### config.mk
export PLATFORM = sky130hd
export DESIGN_NAME = i2c_slave_regbank
export DESIGN_NICKNAME = d
export VERILOG_FILES = /design/src/rtl/i2c_regbank_pkg.sv /design/src/rtl/i2c_regbank_rdbuf.sv /design/src/rtl/i2c_slave_regbank.sv
export SDC_FILE = /design/constraint.sdc
export NUM_CORES = 1
export LEC_CHECK = 0
export ABC_AREA = 1
export CORE_MARGIN = 8
export CORE_UTILIZATION = 52
export DETAILED_ROUTE_END_ITERATION = 12
export GPL_TIMING_DRIVEN = 1
export PLACE_DENSITY = 0.89
export SYNTH_ARGS = -nofsm -noshare
export SYNTH_HDL_FRONTEND = slang
export SYNTH_SLANG_ARGS = --single-unit
### constraint.sdc
create_clock -name clk -period 2.3 [get_ports clk]
set_input_delay 0.23 -clock clk [delete_from_list [all_inputs] [get_ports clk]]
set_output_delay 0.23 -clock clk [all_outputs]
set_load 0.02 [all_outputs]
### src/rtl/i2c_regbank_pkg.sv
// Shared definitions for the I2C slave register bank: FSM encoding, default widths
// and the byte returned when reading an unmapped address.
package i2c_regbank_pkg;

  localparam int DEF_REG_W = 16;
  localparam int DEF_PTR_W = 8;

  localparam logic [7:0] UNMAPPED_BYTE = 8'hFF;

  localparam logic [2:0] ST_IDLE  = 3'd0;
  localparam logic [2:0] ST_PTR   = 3'd1;
  localparam logic [2:0] ST_WDATA = 3'd2;
  localparam logic [2:0] ST_RLOAD = 3'd3;
  localparam logic [2:0] ST_RDATA = 3'd4;

  // Index width for an array of n entries, never narrower than one bit.
  function automatic int clog2_min1(input int n);
    return (n > 1) ? $clog2(n) : 1;
  endfunction

endpackage

### src/rtl/i2c_regbank_rdbuf.sv
// Read snapshot buffer: captures a whole register in one clock and hands it out
// MSB byte first, so live source changes cannot tear a register mid-read.
module i2c_regbank_rdbuf
  import i2c_regbank_pkg::*;
#(
  parameter int REG_W = DEF_REG_W
) (
  input  logic             clk,
  input  logic             rstn,
  input  logic             i_load,
  input  logic [REG_W-1:0] i_load_val,
  input  logic             i_next,
  output logic [7:0]       o_tx_byte
);

  logic [REG_W-1:0] r_pend;
  logic [7:0]       r_tx;

  // r_pend holds the bytes not yet presented, left-aligned.
  always_ff @(posedge clk or negedge rstn) begin
    if (!rstn) begin
      r_pend <= '0;
      r_tx   <= UNMAPPED_BYTE;
    end else if (i_load) begin
      r_tx   <= i_load_val[REG_W-1 -: 8];
      r_pend <= i_load_val << 8;
    end else if (i_next) begin
      r_tx   <= r_pend[REG_W-1 -: 8];
      r_pend <= r_pend << 8;
    end
  end

  assign o_tx_byte = r_tx;

endmodule

### src/rtl/i2c_slave_regbank.sv
// Parametrised register bank behind the byte-level I2C slave controller: pointer
// decode, write assembly with atomic commit, and snapshot-based reads.
module i2c_slave_regbank
  import i2c_regbank_pkg::*;
#(
  parameter int                    N_RW     = 8,
  parameter int                    N_RO     = 4,
  parameter int                    REG_W    = DEF_REG_W,
  parameter int                    PTR_W    = DEF_PTR_W,
  parameter int                    AUTO_INC = 1,
  parameter logic [N_RW*REG_W-1:0] RW_RST   = '0
) (
  input  logic                    clk,
  input  logic                    rstn,
  input  logic                    i2c_start,
  input  logic                    i2c_stop,
  input  logic                    i2c_data_vld,
  input  logic                    i2c_r_w,
  input  logic [7:0]              i2c_rx_byte,
  output logic [7:0]              i2c_tx_byte,
  output logic                    i2c_stretch,
  input  logic [N_RO*REG_W-1:0]   ro_data,
  output logic [N_RW*REG_W-1:0]   rw_data,
  output logic [N_RW-1:0]         rw_update,
  output logic                    wr_err
);

  localparam int               NB       = REG_W / 8;
  localparam int               N_TOT    = N_RW + N_RO;
  localparam int               CNT_W    = 3;
  localparam int               RW_IW    = clog2_min1(N_RW);
  localparam int               RO_IW    = clog2_min1(N_RO);
  localparam logic [CNT_W-1:0] CNT_LAST = CNT_W'(NB - 1);
  localparam logic [PTR_W:0]   RW_END   = (PTR_W + 1)'(N_RW);
  localparam logic [PTR_W:0]   TOT_END  = (PTR_W + 1)'(N_TOT);
  localparam logic [PTR_W:0]   TOT_LAST = (PTR_W + 1)'(N_TOT - 1);

  logic [2:0]       r_state, w_state_nxt;
  logic [PTR_W-1:0] r_ptr, w_ptr_nxt, w_ptr_inc;
  logic [CNT_W-1:0] r_cnt, w_cnt_nxt;
  logic [REG_W-1:0] r_asm, w_asm_nxt, w_asm_shift;
  logic [REG_W-1:0] r_rw [N_RW];
  logic [N_RW-1:0]  r_rw_update;
  logic             r_wr_err;

  logic             w_is_rw, w_is_ro;
  logic [RW_IW-1:0] w_rw_idx;
  logic [RO_IW-1:0] w_ro_idx;
  logic             w_commit, w_drop;
  logic             w_rd_load, w_rd_next;
  logic [REG_W-1:0] w_rd_val;

  // Address decode; the extra MSB lets N_TOT reach 2**PTR_W.
  assign w_is_rw   = {1'b0, r_ptr} < RW_END;
  assign w_is_ro   = !w_is_rw && ({1'b0, r_ptr} < TOT_END);
  assign w_rw_idx  = RW_IW'(r_ptr);
  assign w_ro_idx  = RO_IW'(r_ptr - PTR_W'(N_RW));
  assign w_ptr_inc = ({1'b0, r_ptr} >= TOT_LAST) ? '0 : r_ptr + PTR_W'(1);

  assign w_asm_shift = (r_asm << 8) | REG_W'(i2c_rx_byte);

  always_comb begin
    w_rd_val = {NB{UNMAPPED_BYTE}};
    if (w_is_rw) begin
      w_rd_val = r_rw[w_rw_idx];
    end else if (w_is_ro) begin
      w_rd_val = ro_data[w_ro_idx*REG_W +: REG_W];
    end
  end

  // NOTE: every output of this block gets a default first, so no path can
  // leave one unassigned and infer a latch.
  always_comb begin
    w_state_nxt = r_state;
    w_ptr_nxt   = r_ptr;
    w_cnt_nxt   = r_cnt;
    w_asm_nxt   = r_asm;
    w_commit    = 1'b0;
    w_drop      = 1'b0;
    w_rd_next   = 1'b0;
    w_rd_load   = (r_state == ST_RLOAD);

    // START outranks a coincident byte and discards any partial register.
    if (i2c_start) begin
      w_state_nxt = i2c_r_w ? ST_RLOAD : ST_PTR;
      w_cnt_nxt   = '0;
    end else begin
      case (r_state)
        ST_PTR: begin
          if (i2c_data_vld) begin
            w_ptr_nxt   = PTR_W'(i2c_rx_byte);
            w_cnt_nxt   = '0;
            w_state_nxt = ST_WDATA;
          end
        end
        ST_WDATA: begin
          if (i2c_data_vld) begin
            w_asm_nxt = w_asm_shift;
            if (r_cnt == CNT_LAST) begin
              w_cnt_nxt = '0;
              w_commit  = w_is_rw;
              w_drop    = !w_is_rw;
              if (AUTO_INC != 0) w_ptr_nxt = w_ptr_inc;
            end else begin
              w_cnt_nxt = r_cnt + CNT_W'(1);
            end
          end
        end
        ST_RLOAD: begin
          w_state_nxt = ST_RDATA;
        end
        ST_RDATA: begin
          if (i2c_data_vld) begin
            if (r_cnt == CNT_LAST) begin
              w_cnt_nxt   = '0;
              w_state_nxt = ST_RLOAD;
              if (AUTO_INC != 0) w_ptr_nxt = w_ptr_inc;
            end else begin
              w_cnt_nxt = r_cnt + CNT_W'(1);
              w_rd_next = 1'b1;
            end
          end
        end
        default: w_state_nxt = ST_IDLE;
      endcase

      // A STOP on the final byte still lets that byte commit above.
      if (i2c_stop) begin
        w_state_nxt = ST_IDLE;
        w_cnt_nxt   = '0;
      end
    end
  end

  // NOTE: state registers use non-blocking assignments so every flop samples
  // pre-edge values; the combinational blocks above use blocking ones.
  always_ff @(posedge clk or negedge rstn) begin
    if (!rstn) begin
      r_state     <= ST_IDLE;
      r_ptr       <= '0;
      r_cnt       <= '0;
      r_asm       <= '0;
      r_rw_update <= '0;
      r_wr_err    <= 1'b0;
    end else begin
      r_state     <= w_state_nxt;
      r_ptr       <= w_ptr_nxt;
      r_cnt       <= w_cnt_nxt;
      r_asm       <= w_asm_nxt;
      r_rw_update <= w_commit ? (N_RW'(1) << w_rw_idx) : '0;
      r_wr_err    <= w_drop;
    end
  end

  // NOTE: this register array is deliberately reset, because RW_RST defines the
  // power-up contents the downstream control logic relies on.
  always_ff @(posedge clk or negedge rstn) begin
    if (!rstn) begin
      for (int i = 0; i < N_RW; i++) begin
        r_rw[i] <= RW_RST[i*REG_W +: REG_W];
      end
    end else if (w_commit) begin
      r_rw[w_rw_idx] <= w_asm_nxt;
    end
  end

  i2c_regbank_rdbuf #(
    .REG_W (REG_W)
  ) u_rdbuf (
    .clk        (clk),
    .rstn       (rstn),
    .i_load     (w_rd_load),
    .i_load_val (w_rd_val),
    .i_next     (w_rd_next),
    .o_tx_byte  (i2c_tx_byte)
  );

  for (genvar g = 0; g < N_RW; g++) begin : g_rw_flat
    assign rw_data[g*REG_W +: REG_W] = r_rw[g];
  end

  assign rw_update   = r_rw_update;
  assign wr_err      = r_wr_err;
  assign i2c_stretch = (r_state == ST_RLOAD);

endmodule

After elaboration in Yosys (flattened, before gate mapping)

Index checks and enable logic that the tools add are counted.

Add/sub/neg operators: 3
Magnitude comparators: 5
Equal/unequal tests: 13
Shift operators: 2
Mux-type cells: 46
Bitwise gates (word level): 3
Reduce and logical (&&, ||, !) cells: 10

Operators with widths:

| kind                | count |
|---|---|
| $mux 16             | 10 |
| $bwmux 128          | 1 |
| $shiftx 64x7->16    | 1 |
| $mux 8              | 7 |
| $bmux 16 s3         | 1 |
| $demux 16 s3        | 1 |
| $mux 3              | 10 |
| $lt 8x4->1 const B  | 2 |
| $or 16x8->16        | 1 |
| $pmux 8 s2          | 1 |
| $mux 1              | 12 |
| $ne 4x4->1 const B  | 3 |
| $pmux 3 s4          | 1 |
| $add 8x1->8 const B | 1 |
| $ge 8x4->1 const B  | 1 |
| $shl 1x3->8 const A | 1 |
| $eq 3x1->1 const B  | 2 |
| $eq 3x2->1 const B  | 2 |
| $pmux 3 s2          | 1 |
| $reduce_and 5->1    | 1 |
| $ge 4x4->1 const B  | 1 |
| $lt 4x1->1 const B  | 1 |
| $ne 2x1->1 const B  | 2 |
| $ne 4x1->1 const B  | 1 |
| other kinds (15)    | 17 |

Register bits: 191
Bits of input ports: 78
Output and inout bits: 146
Word-level logic and storage cells: 98

Logic depth before layout (Yosys ltp)

Depth after elaboration: 7
Depth in mapped cells: 11
Depth with buffers taken out: 10

Modules after synthesis

Synthesis repeated with hierarchy kept, for this count alone.

Cells, all modules: 1405
Area total of the unflattened synthesis: 9743.1 um^2

By module, submodules not included:

| module            | instances | cells each | area an instance (um^2) | sequential area each (um^2) |
|---|---|---|---|---|
| i2c_slave_regbank | 1         | 1327       | 9029.9                  | 4179.0 |
| i2c_regbank_rdbuf | 1         | 78         | 713.2                   | 410.4 |

Worst setup path before layout

No wires, ideal clock.

Path type: reg2reg
Start: register r_ptr[0]
End: register r_ptr[1]
Setup time: 0.139 ns
Arrival: 1.499 ns
Required time: 2.161 ns
Setup slack: 0.663 ns
Cell stages (with the launch flop): 9
Buffers on the path: 2
Cells stage by stage: dfrtp_1 inv_1 clkbuf_1 clkbuf_1 ha_1 nand3_1 nand2_1 nand2_1 o21ai_0

Cells in the longest elaborated chain, start to end: 5
Elaborated cells on any way between the ends: 6
Classes of those cells: add/sub: 1; order compare: 1; mux: 4

RTL lines:

| element                                   | line                     | RTL |
|---|---|---|
| start, declared                           | i2c_slave_regbank.sv:39  | `logic [PTR_W-1:0] r_ptr, w_ptr_nxt, w_ptr_inc;` |
| start signal, assigned                    | i2c_slave_regbank.sv:147 | `r_ptr <= w_ptr_nxt;` |
| $add 8x1->8 or $ge 8x4->1 (tied branches) | i2c_slave_regbank.sv:58  | `assign w_ptr_inc = ({1'b0, r_ptr} >= TOT_LAST) ? '0 : r_ptr + PTR_W'(1);` |
| $mux 8 *                                  | i2c_slave_regbank.sv:58  |  |
| $mux 8 *                                  | i2c_slave_regbank.sv:114 | `if (r_cnt == CNT_LAST) begin` |
| $mux 8 *                                  | i2c_slave_regbank.sv:97  | `if (i2c_data_vld) begin` |
| $pmux 8 s2 *                              | i2c_slave_regbank.sv:88  | `case (r_state)` |

Every way passes the cells marked *; elsewhere a longest branch is shown, timed or not. The select of a mux whose other input is x is not followed.
A chain may end at the register's enable or synchronous reset.

Worst setup path in the final report

Start: register r_state[0]
End: output i2c_stretch

Cells in the longest elaborated chain, start to end: 1

RTL lines:

| element                | line                     | RTL |
|---|---|---|
| start, declared        | i2c_slave_regbank.sv:38  | `logic [2:0] r_state, w_state_nxt;` |
| start signal, assigned | i2c_slave_regbank.sv:146 | `r_state <= w_state_nxt;` |
| $eq 3x2->1             | i2c_slave_regbank.sv:184 | `assign i2c_stretch = (r_state == ST_RLOAD);` |
| end, declared          | i2c_slave_regbank.sv:21  | `output logic i2c_stretch,` |

No other way between the ends.

==> impl_metrics.ini <==
[timing]
clock_skew_ps = 13.2
finalSetupViolCount = 0
worst_pin_slew_ps = 656
rsz0062_at_grt = false
setup_tns_ps = 0
relSlewSlack_pct = 56.2
fmaxAchievable_mhz = 512
hold_viol = 0
whs_ps = 354
finalCritPeriodShare_pct = 84.8
fin_crit_ps = 1950
slew_viol_final = 0

[die]
die-area_um2 = 24300
die_h_um = 156
num_rows = 51
io-pin-count = 224
core-area_um2 = 19300
start_util_pct = 52.6
die_w_um = 156

[setup_path]
crit_path_end_kind = output port
criticalPathCategory = register to output port
crit_required_ps = 2070
timing.critical_path.arrival_ps = 1720
worstRegToRegCells = 6
cp-start-kind = register
critPathMaxFanout = 3

[synth]
ys.warnings.count = 0
syn_avg_cell_area_um2 = 7.21
ys_seq_elements = 183
netlist_area_um2 = 10200
synth_top_flop_cell = dfrtp_1
netlist_instances = 1412
ys_seq_area_share_pct = 45.1
synth_edf_count = 0
syn_nets = 1496
async_flop_share_pct = 100
synth.distinct_cells = 32

[detailed_routing]
drt-initial-drc-count = 1150
viasPerCell = 5.65
drc_errors = 0
routed_wl_um = 35500
vias = 10700
drt_first_pass_iters = 5
ant_nets = 0
wire_per_inst_um = 18.7

[final_layout]
multi_input_area_um2 = 4710
final_cell_mix = nand2_1, clkdlybuf4s50_1, nand3_1
diodes = 0
drive_gt1_share_pct = 9.20
nNetsFinal = 1701
area_growth_pct = 31.7
final_common_cell = nand2_1
fillers = 1481
instances_no_fill = 1895
seq_area_um2 = 4590

[hold_path]
hp-class = input pin to async pin

[clocking]
cts_buffer_depth = 2
cts-buffers-inserted = 17
cts_sinks = 183
htreeDepth = 4
clk_latency_ps = 440
post_cts_buffers = 0
cts_tree = built
cts-root-buf = clkbuf_16
cts.clk_slew.worst_paths_ps = 60

[global_route]
grt-ovfl-total = 0
grt_first_pass_wirelength_um = 55500
grt_max_degree = 70
antenna_found_initial = 0
grt_usage_pct = 29.2
first_global_vias = 10400

[pwr]
p_per_area_nw_per_um2 = 820
p_leak_nw = 6.80
ir_drop_uv = 643

[placement]
gp_congestion = 0.900
place_inst = 1862
detailed_place_hpwl_um = 25000
port_buffers = 223

[run]
drv_cap = 0

[outcome]
status = finished, final reports clean
worst max-delay path: stages (launching register included):
cell and delay (ps):
dfrtp_1 370, inv_1 90, nor3_2 180, clkdlybuf4s50_1 640
cell families after synthesis:
logic type,synth area share (%)
buffers and inverters,8.56
adders and majority gates,0.738
AOI/OAI and AO/OA,3.65
DFF,45.1
xor gates and xnor gates,0.0861
and+or+nand+nor,41.9
metal layers:
| layer | up-vias | track usage (%) | wire, µm |
|---|---|---|---|
| li1 | 4824 | - | - |
| met4 | 0 | 16.5 | 1900 |
| met3 | 147 | 7.78 | 3910 |
| met5 | - | 0 | 0 |
| met1 | 5008 | 35.1 | 13300 |
| met2 | 727 | 46.9 | 16400 |
Yosys cell counts (9+ instances only):
| cell type | n | area share (%) |
|---|---|---|
| o211ai_1 | 19 | 1.4 |
| or2_2 | 30 | 1.8 |
| clkbuf_1 | 27 | 1.0 |
| buf_6 | 9 | 1.0 |
| inv_1 | 123 | 4.5 |
| nand2_1 | 612 | 23 |
| o21ai_2 | 15 | 1.3 |
| dfrtp_1 | 175 | 43 |
| buf_2 | 32 | 1.6 |
| nand3_1 | 201 | 9.9 |
| o21ai_0 | 18 | 0.89 |
| nor2_1 | 85 | 3.1 |
state kept, by name (all words and copies together) (netlist names):
signal             cells
rw_data              128
r_asm                 16
r_ptr                  8
rw_update              8
u_rdbuf.o_tx_byte      8
u_rdbuf.r_pend         8
r_cnt                  3
r_state                3
wr_err                 1
power by group:
group          internal [mW]  switching [mW]
sequential              3.54           0.186
combinational           1.30            2.79
clock                   1.91            1.26
total                   6.76            4.24
path summary, 6_finish.rpt:
path                                        start  slack [ps]                                to
min in group clk                   i2c_rx_byte[6]         460              r_ptr[6]$_DFFE_PN0P_
hold reg to reg              r_ptr[5]$_DFFE_PN0P_         480              r_ptr[5]$_DFFE_PN0P_
hold / removal                               rstn         350            r_state[2]$_DFFE_PN0P_
setup / recovery           r_state[0]$_DFFE_PN0P_         350                       i2c_stretch
max in group asynchronous                    rstn        1170  u_rdbuf.o_tx_byte[5]$_DFFE_PN1P_
setup reg to reg             r_cnt[2]$_DFFE_PN0P_         350           rw_data[64]$_DFFE_PN0P_
through the flow:
stage                     instance area [µm²]  total power, mW  utilization [%]  setup WS, ps
final                                   13400             11.0             69.3           349
after global routing                    13400             11.5             69.3           184
after CTS                               13400             10.9             69.3           330
after detailed placement                12800             7.72             66.0           153
after global placement                  12800             7.62             66.0           239
after floorplan                         10200             6.25                -           663
layout make-up:
class / count / area share [%]
flip-flops and latches: 183 / 34.3
clock inverters: 11 / 1.27
multi-input cells: 1027 / 35.2
repair buffers: 261 / 19.7
inverters: 127 / 3.56
well taps: 265 / 2.47
clock buffers: 21 / 3.51
repair_timing:
item / in CTS / in global routing
hold buffers: 1 / 0
setup endpoints to repair: 0 / 0
gates resized for setup: 0 / 0
hold endpoints to repair: 58 / 0
(Power assumes the default switching activity.)
